## src/rtl/detector_pkg.sv

```systemverilog
// Shared types and helpers for the serial detector front ends.
// Holds the serializer state encoding, a clog2 helper and the default test word.
package detector_pkg;

   typedef enum logic [1:0] {
      IDLE   = 2'd0,
      SHIFT  = 2'd1,
      PARITY = 2'd2
   } ser_state_t;

   localparam logic [3:0] TEST_PATTERN = 4'b1101;

   // Ceiling log2; never returns less than 1 so counters keep a real bit.
   function automatic int clog2_min1(input int v);
      int r;
      r = 0;
      for (int i = 0; i < 31; i++)
         if ((1 << i) < v) r = i + 1;
      return (r == 0) ? 1 : r;
   endfunction

endpackage

```

## src/rtl/bit_period_counter.sv

```systemverilog
// Bit-period divider: counts DIV clk cycles per bit while run is high.
// Ports: clk, rst (sync, active-high), run, clear -> tick (last cycle of a period).
module bit_period_counter
   import detector_pkg::*;
#(
   parameter int DIV = 1
) (
   input  logic clk,
   input  logic rst,
   input  logic run,
   input  logic clear,
   output logic tick
);

   localparam int CW = clog2_min1(DIV);
   localparam logic [CW-1:0] LAST = CW'(DIV - 1);

   logic [CW-1:0] cnt;

   // With DIV = 1 the count is pinned at 0, so tick follows run.
   assign tick = run && (cnt == LAST);

   always_ff @(posedge clk) begin
      if (rst || clear)
         cnt <= '0;
      else if (run)
         cnt <= tick ? '0 : cnt + 1'b1;
   end

endmodule

```

## src/rtl/bit_serializer.sv

```systemverilog
// Parallel-to-serial front end; optional parity bit with BIT_SERIALIZER_PARITY_EN.
// Ports: clk, rst (sync, active-high), in_data/in_valid/in_ready handshake,
//        ser_data, ser_strobe (sample point), frame_done, busy.
module bit_serializer
   import detector_pkg::*;
#(
   parameter int   W          = 4,
   parameter int   DIV        = 1,
   parameter int   MSB_FIRST  = 1,
   parameter logic IDLE_LEVEL = 1'b0
) (
   input  logic         clk,
   input  logic         rst,
   input  logic [W-1:0] in_data,
   input  logic         in_valid,
   output logic         in_ready,
   output logic         ser_data,
   output logic         ser_strobe,
   output logic         frame_done,
   output logic         busy
);

   localparam int IW = clog2_min1(W);
   localparam logic [IW-1:0] LAST_BIT = IW'(W - 1);

   ser_state_t    state, state_nx;
   logic [W-1:0]  shreg;
   logic [IW-1:0] idx;
   logic          tick;
   logic          accept;
   logic          last;
`ifdef BIT_SERIALIZER_PARITY_EN
   logic          par;
`endif

   assign last       = (idx == LAST_BIT);
   assign ser_strobe = tick;

   bit_period_counter #(.DIV(DIV)) u_cnt (
      .clk   (clk),
      .rst   (rst),
      .run   (state != IDLE),
      .clear (accept),
      .tick  (tick)
   );

   always_ff @(posedge clk) begin
      if (rst) state <= IDLE;
      else     state <= state_nx;
   end

   // Outputs decode registered state only; in_valid reaches accept alone.
   always_comb begin
      state_nx   = state;
      accept     = 1'b0;
      in_ready   = 1'b0;
      busy       = 1'b0;
      ser_data   = IDLE_LEVEL;
      frame_done = 1'b0;
      unique case (state)
         IDLE: begin
            in_ready = 1'b1;
            accept   = in_valid;
            if (in_valid) state_nx = SHIFT;
         end
         SHIFT: begin
            busy     = 1'b1;
            ser_data = (MSB_FIRST != 0) ? shreg[W-1] : shreg[0];
            if (tick && last) begin
`ifdef BIT_SERIALIZER_PARITY_EN
               state_nx = PARITY;
`else
               frame_done = 1'b1;
               state_nx   = IDLE;
`endif
            end
         end
`ifdef BIT_SERIALIZER_PARITY_EN
         PARITY: begin
            busy     = 1'b1;
            ser_data = par;
            if (tick) begin
               frame_done = 1'b1;
               state_nx   = IDLE;
            end
         end
`endif
         default: state_nx = IDLE;
      endcase
   end

   // Bit index saturates at the last bit instead of wrapping.
   always_ff @(posedge clk) begin
      if (rst) begin
         shreg <= '0;
         idx   <= '0;
      end else if (accept) begin
         shreg <= in_data;
         idx   <= '0;
      end else if (state == SHIFT && tick) begin
         shreg <= (MSB_FIRST != 0) ? (shreg << 1) : (shreg >> 1);
         if (!last) idx <= idx + 1'b1;
      end
   end

`ifdef BIT_SERIALIZER_PARITY_EN
   always_ff @(posedge clk) begin
      if (rst)         par <= 1'b0;
      else if (accept) par <= ^in_data;
   end
`endif

endmodule
```

## config.mk

```make
export PLATFORM = sky130hd
export DESIGN_NAME = bit_serializer
export DESIGN_NICKNAME = d
export VERILOG_FILES = /design/src/rtl/detector_pkg.sv /design/src/rtl/bit_period_counter.sv /design/src/rtl/bit_serializer.sv
export SDC_FILE = /design/constraint.sdc
export NUM_CORES = 1
export LEC_CHECK = 0
export CAP_MARGIN = 20
export CORE_AREA = 2 2 39 41
export DETAILED_ROUTE_END_ITERATION = 7
export DIE_AREA = 0 0 41 43
export PLACE_DENSITY = 0.63
export SETUP_SLACK_MARGIN = 0.02
export SLEW_MARGIN = 20
export SYNTH_ARGS = -nofsm -noshare
export SYNTH_HDL_FRONTEND = slang
export SYNTH_SLANG_ARGS = --single-unit
```

## constraint.sdc

```tcl
create_clock -name clk -period 1.45 [get_ports clk]
set_clock_uncertainty 0.05 [all_clocks]
set_input_delay 0.29 -clock clk [delete_from_list [all_inputs] [get_ports clk]]
set_output_delay 0.29 -clock clk [all_outputs]
set_load 0.02 [all_outputs]
```

==> results.txt <==
share of cells above drive strength 1 -> 34.5%
EDFF count, synth -> 0
clock sinks -> 8
htree depth -> 1
post-DP HPWL -> 564 microns
prevailing post-synth register cell -> dfxtp_1
die area -> 0.00176 sq mm
Startpoint Class -> flip-flop
initial antenna violation count -> 0
core area -> 0.00138 sq mm
GRT Total Usage -> 10.3%
CP max-delay cell -> dfxtp_2
area leader, netlist -> dfxtp_1
IO Count -> 12
worst skew pair latency -> 0.25 ns
CP delay by family, top -> simple AND/OR/NAND/NOR gates
# setup viols final -> 0
WL final -> 720 microns
Yosys warning count -> 0
top-count cell post-synth -> dfxtp_1
Area growth syn-to-layout -> 57.8%
setup ws final -> 0.0689 ns
drt first pass iters -> 2
min Tclk post-route -> 1.38 ns
ys async rst share -> 0%
Worst Path Buf+Inv -> 1
Compound-Gate Fraction of Synth Area -> 6.23%
Initial Utilization -> 26.1%
class of the worst hold path -> flip-flop to flip-flop
die width -> 41 microns
Residual DRC -> 0
max-cap check violation count -> 0
CTS Buffer Depth -> 2
synthesized-area fraction occupied by xor and xnor cells -> 2.42%
Synth top cells by count -> dfxtp_1, mux2i_1, nor2_1, nor3_1, a211oi_1
Worst Path Required -> 1.11 ns
Mapped Nets -> 44
IO buf count -> 11
cts hold-fix bufs -> 0
GPL Wtd Cong -> 0.650
post-synth top area share -> 44.3%
CP Capture Type -> output port
Worst Path Max Fanout -> 3
Leakage -> 0.255 nW
post-synthesis adder-cell area fraction -> 3.46%
number of global-route vias before repair -> 288
nets -> 68
Via density -> 4.38
Post-DRT Antenna Nets -> 0
die height -> 43 microns
cell row count -> 14
Clk pin slew, worst setup/hold paths -> 0.05 ns
starting DRC count in detailed routing -> 3
synth top area cells -> dfxtp_1, mux2i_1, a211oi_1, nor3_1, nor2_1
first-pass GRT wire length -> 1190 microns
Synth Area per Inst -> 10.0 sq um
Synth Register Bits -> 8
routed len/inst -> 9.73 microns
worst slew pin tran -> 0.323 ns
crit path DAT -> 1.04 ns
Netlist cell types -> 16
multiplexer share of the synthesized area -> 13.8%
pre-CTS setup slack -> -0.139 ns
Fin. Hold Viols -> 0
largest family of logic cells by synthesized area -> simple AND/OR/NAND/NOR gates
Max stage delay on crit path -> 0.32 ns
Cells after Synth -> 36
status -> completed
Max transition margin -> 78.4%
fin crit share -> 95.2%
fin. max-slew vios -> 0
Setup TNS Final -> 0 ns
Cell Area, Synth -> 362 sq um
fmax -> 724 MHz
number of antenna diodes -> 0
unrepaired setup endpoints after global routing -> yes
CTS buffer count -> 3
routed vias -> 324
critical path type -> flip-flop to output port
worst path cell trace -> and2b_1 -> and2_4 -> buf_6
Seq/Total Area, Yosys -> 44.3%
CTS tree -> done
Peak VDD IR -> 0.311 mV
pwr/cell area -> 890 mW/mm^2
CTS Root Cell -> clkbuf_4
grt total ovfl -> 0
Simple-Gate Fraction of Synth Area -> 24.6%
pin count of the biggest net entering global routing -> 9
[area by class of cell]
| type | count | area [sq um] |
|---|---|---|
| fillers | 152 | 813 |
| multi-input cells | 25 | 185 |
| repair buffers | 21 | 178 |
| flip-flops and latches | 8 | 161 |
| clock buffers | 3 | 22.5 |
| well taps | 16 | 20.0 |
| inverters | 1 | 3.75 |
[registers in the layout (all words and copies together), names as in the netlist]
signal / count
shreg: 4
idx: 2
state: 1
u_cnt.cnt: 1
[cells in the final DEF (no fill, tap or decap), types with 3 or more instances in the layout]
cell	n
nor3_1	4
buf_4	10
nor2_1	4
clkbuf_4	3
a211oi_1	3
dfxtp_1	7
clkdlybuf4s50_1	6
mux2i_1	5
[power by group]
group,switching [mW],internal [mW]
logic,0.0452,0.0588
registers,0.00632,0.233
clock network,0.0696,0.0943
[worst paths after layout]
check                               start         end  slack (ns)  cells after the start
worst min register to register   shreg[0]    shreg[0]        0.48                      2
worst min-delay path             shreg[0]    shreg[0]        0.48                      2
worst max-delay path            u_cnt.cnt  frame_done        0.07                      3
worst max register to register     idx[0]      idx[1]        0.11                      5
[metrics by stage]
step	hold WS [ns]	cell area [sq um]	power, mW	util [%]	instances
2_1_floorplan	0.319	362	0.299	-	36
3_3_place_gp	0.465	544	0.349	39.3	70
3_5_place_dp	0.466	544	0.351	39.3	70
4_1_cts	0.479	556	0.518	40.1	73
5_1_grt	0.500	571	0.544	41.2	74
6_report	0.480	571	0.508	41.2	74
[layer usage]
| metal | vias up | GRT usage, % | share of wire, % |
|---|---|---|---|
| li1 | 173 | - | - |
| met1 | 142 | 12.5 | 47 |
| met2 | 9 | 13.4 | 44 |
| met3 | 0 | 4.71 | 8.3 |
| met4 | 0 | 8.00 | 0 |
| met5 | - | 0 | 0 |
[kinds of logic (layout without fill, tap and decap cells)]
logic type,after synthesis,after routing
mux,5,5
xor+xnor,1,1
flops,8,8
fa+ha+maj,1,1
compound gates,3,3
simple gates,15,15
buf+inv,3,25
[repair_timing]
item | CTS | global route
buffers inserted | 0 | 1
endpoints found under the hold margin | 0 | 0
endpoints found under the setup margin | 5 | 4
resized for setup | 13 | 7
pin swaps | 0 | 0
[worst reg2reg max path: cells and delay by family (launching register included)]
kind / cells / cell delay [ns]
AND/OR/NAND/NOR: 2 / 0.30
multiplexers: 1 / 0.22
buffers and inverters: 1 / 0.13
flip-flops: 1 / 0.31
adder cells (fa/ha/maj): 1 / 0.21
No activity file was read; power rests on OpenSTA's default activity.
==> edit 1 (config.mk and constraints unchanged) <==
Change the parameter `W` from 4 to 6.
--- a/src/rtl/bit_serializer.sv
+++ b/src/rtl/bit_serializer.sv
@@ -6,3 +6,3 @@
 #(
-   parameter int   W          = 4,
+   parameter int   W          = 6,
    parameter int   DIV        = 1,
Interface: changed (resized in_data); port bits go from 12 to 14. No check against the original RTL was run, so the function may have changed too.
==> edit 1 against the original RTL <==
  * The run now ends with setup timing left
  * Cell area is 45% higher
  * Core utilization is 19 points higher
  * Synthesized area rose by 42%
  * Maximum frequency decreased by 6.3%
  * Highest routed layer is now met4
  * Sequential cell count increased by 3
  * Setup slack got worse by 0.092 ns
  * Wire length rose by 56%
  * Power is 39% higher
==> edit 1: results (changes against the original RTL) <==
final_layout:
  clk_share: 0.0332  # -0.00624
  inv_count: 3  # +2
  multi_input_area_sq_um: 309  # +67%
  buf_share: 0.281  # -0.0304
  layout-drive-gt1-share: 0.414  # +0.0690
  nFillCells: 123  # -19%
  nNetsFinal: 99  # +46%
  sh_seq_area: 0.272  # -0.0110
  signal_buffers: 26  # +24%
  multi_input_cells: 43  # +72%
  multi_input_area_share: 0.373  # +0.0485
  reg.largest.list: "shreg: 6 flops, idx: 3 flops"
outcome:
  status: "finished with violations"
  violations: "setup timing"
critical_path:
  cp.arrival_ns: 1.62  # +0.58 ns
  setup.worst_path.class: "flip-flop to flip-flop"
  r2r-start: "idx[1]$_SDFFE_PP0P_"
  path_max_fanout: 2  # -1
pwr:
  vdd_drop_max_mv: 0.640  # +110%
  leakagePower_nw: 0.351  # +37%
synth:
  yosys_warnings: 0  # unchanged
  synth_cells: 60  # +67%
  synthTopCellsByArea: "dfxtp_1 43%, a311oi_1 8.6%, nand2_1 8.1%"
  async_reset_ff_frac: 0  # unchanged
  ys_seq_area_frac: 0.430  # -0.0126
  synthTopCellsByCount: "11 x dfxtp_1, 11 x nand2_1, 8 x nor2_1"
  synth_seq_cells: 11  # +3
  synth_cell_types: 22  # +6
  avgSynthCellArea_sq_um: 8.53  # -15%
  synthesis.nets: 71  # +61%
clocking:
  cts.clk_slew.worst_paths_ns: 0.07  # +0.02 ns
  root_buffer: "clkbuf_4"
  clock_latency_ns: 0.28  # +0.03 ns
  htree_levels: 1  # unchanged
  cts_buffer_depth: 2  # unchanged
placed_design:
  place_ws_ns: -0.203  # -0.0640 ns
  place_inst: 98  # +40%
  dp_hpwl_um: 823  # +46%
  gp_congestion: 0.682  # +4.9%
  postPlaceCellArea_sq_um: 734  # +35%
  port-buffer-count: 13  # +2
global_route:
  grt_pass1_wl_um: 1950  # +65%
  grt.overflow.total: 0  # unchanged
  grt_max_degree: 11  # +2
  grt_pass1_vias: 486  # +69%
  grt_util_all_layers: 0.170  # +0.0665
sta:
  hold_viol: 0  # unchanged
  setup-tns-final_ns: -0.0241  # -0.0241 ns
  layout_setup_ws_ns: -0.0235  # -0.0924 ns
  setup_viol: 2  # +2
  relSlewSlack: 0.761  # -0.0236
drt:
  totalWireLength_um: 1120  # +56%
  drtIter0Drc: 1  # -2
  num_vias: 497  # +53%
  wl_per_cell_um: 10.9  # +12%
min_path:
  hp-class: "flip-flop to flip-flop"
  min_from: "shreg[5]$_SDFFE_PP0P_"
-- edit 1: what timing repair did --
action                     CTS  global route
gates resized for setup     28            17
pin swaps                    2             5
buffers inserted             4             0
setup endpoints to repair    6             8
-- edit 1: cells by family (layout without fill, tap and decap cells) --
| logic type | count (synthesis) | in the layout | synth area share |
|---|---|---|---|
| AOI/OAI and AO/OA | 10 | 10 | 0.159 |
| and+or+nand+nor | 30 | 30 | 0.284 |
| adders and majority gates | 2 | 2 | 0.0489 |
| buffers and inverters | 6 | 33 | 0.0587 |
| DFF | 11 | 11 | 0.430 |
| muxes | 1 | 1 | 0.0196 |
-- edit 1: path summary, 6_finish.rpt --
check	endpoint	slack [ns]	cells after the start
worst max-delay path	idx[0]$_SDFFE_PP0P_	-0.02	6
worst min-delay path	shreg[5]$_SDFFE_PP0P_	0.43	2
worst max register to register	idx[0]$_SDFFE_PP0P_	-0.02	6
worst min register to register	shreg[5]$_SDFFE_PP0P_	0.43	2
-- edit 1: metal layers --
layer,part of all wire,track usage,vias up,wire length [um]
met5,0,0,-,0
met4,0.0071,0.0800,0,8
met3,0.045,0.0785,2,51
met2,0.47,0.247,13,524
met1,0.48,0.203,217,537
li1,-,-,265,-
-- edit 1: critical path, stage by stage, from the launching register on --
cell	delay, ns
dfxtp_2	0.34
inv_2	0.04
ha_4	0.16
buf_6	0.11
and2_4	0.15
or3_4	0.32
a211oi_2	0.22
-- edit 1: report_power, final --
group	total, mW	switching (mW)	internal, mW
logic	0.158	0.0705	0.0875
clock network	0.214	0.112	0.102
registers	0.332	0.0107	0.322
total	0.705	0.193	0.511
==> edit 2 (config.mk and constraints unchanged) <==
Without the edit above. Encoding of `ser_state_t`: now one-hot (3 bits for 3 states).
--- a/src/rtl/detector_pkg.sv
+++ b/src/rtl/detector_pkg.sv
@@ -4,6 +4,6 @@
 
-   typedef enum logic [1:0] {
-      IDLE   = 2'd0,
-      SHIFT  = 2'd1,
-      PARITY = 2'd2
+   typedef enum logic [2:0] {
+      IDLE   = 3'b001,
+      SHIFT  = 3'b010,
+      PARITY = 3'b100
    } ser_state_t;
Check against the original RTL: same outputs for any inputs over 10 cycles, from zero or initial values and one cycle with rst high; not proved beyond that.
==> edit 2 against the original RTL <==
  * The flow now finishes with violations (setup timing)
  * Synthesized area up 12%
  * Combinational power rose by 8%
  * Sequential power is 12% higher
  * Cell area increased by 16%
  * Clock power rose by 18%
  * Setup slack got worse by 0.15 ns
  * Sequential cell count up 1
  * Core utilization increased by 6.5 points
  * Non-clock buffer count is 1 lower
  * Register-to-register slack got worse by 0.06 ns
  * First-iteration DRC count did not move
  * Die area unchanged
  * Wire length is 22% higher
  * Power is 14% higher
  * Largest cell class unchanged
==> edit 2: results (changes against the original RTL) <==
final_layout:
  nClkBuffers: 4  # +1
  clk_share: 0.0398  # +0.000299
  nFillCells: 142  # -6.6%
  reg.largest.list: "shreg: 4 flops, idx: 2 flops, state: 2 flops"
  layout-drive-gt1-share: 0.415  # +0.0706
  sh_seq_area: 0.280  # -0.00259
sta:
  worst_pin_slew_ns: 0.292  # -0.0304 ns
  layout_setup_ws_ns: -0.0762  # -0.145 ns
  setup_viol: 1  # +1
  holdWs_ns: 0.418  # -0.0623 ns
  setup-tns-final_ns: -0.0762  # -0.0762 ns
global_route:
  grt_pass1_vias: 321  # +11%
  grt_max_degree: 10  # +1
critical_path:
  crit_slowest_cell: "or3b_4"
  ff2ff_setup_slack_ns: 0.05  # -0.06 ns
  cp_slowest_stage_delay_ns: 0.41  # +0.09 ns
  cp.arrival_ns: 1.19  # +0.15 ns
synth:
  synthTopCellsByArea: "dfxtp_1 44%, mux2i_1 9.9%, a211oi_1 5.6%"
  synthesis.nets: 51  # +16%
  synthTopCellsByCount: "9 x dfxtp_1, 6 x nor2_1, 4 x mux2i_1"
  avgSynthCellArea_sq_um: 9.43  # -6.1%
outcome:
  status: "finished with violations"
  violations: "setup timing"
pwr:
  vdd_drop_max_mv: 0.417  # +34%
  pg_clk_mw: 0.194  # +18%
  p_clk_frac: 0.337  # +0.014
placed_design:
  postPlaceCellArea_sq_um: 597  # +9.7%
  place_ws_ns: -0.264  # -0.125 ns
  gp_congestion: 0.658  # +1.3%
-- edit 2: cell types whose count changed in the layout (fill, tap and decap cells not counted), sizes merged, moves of 2 or more --
| cell | unedited run | this run |
|---|---|---|
| nor3 | 4 | 2 |
| nor2 | 4 | 6 |
| buf | 12 | 14 |
| a21oi | 0 | 2 |
| clkdlybuf4s15 | 2 | 0 |
-- edit 2: repair_timing --
item,4_1_cts,5_1_grt
endpoints found under the setup margin,6,4
hold buffers,0,0
pin swaps,1,3
resized for setup,30,8
-- edit 2: kinds of logic after synthesis --
group / synth area share
simple gates: 0.262
flops: 0.444
compound gates: 0.111
mux: 0.0988
buf+inv: 0.0308
xor+xnor: 0.0216
fa+ha+maj: 0.0309
-- edit 2: layer usage --
layer / track usage / vias up / share of wire
met5: 0 / - / 0
met4: 0.120 / 0 / 0.010
met3: 0.0314 / 2 / 0.044
met2: 0.122 / 7 / 0.47
met1: 0.166 / 180 / 0.47
li1: - / 196 / -
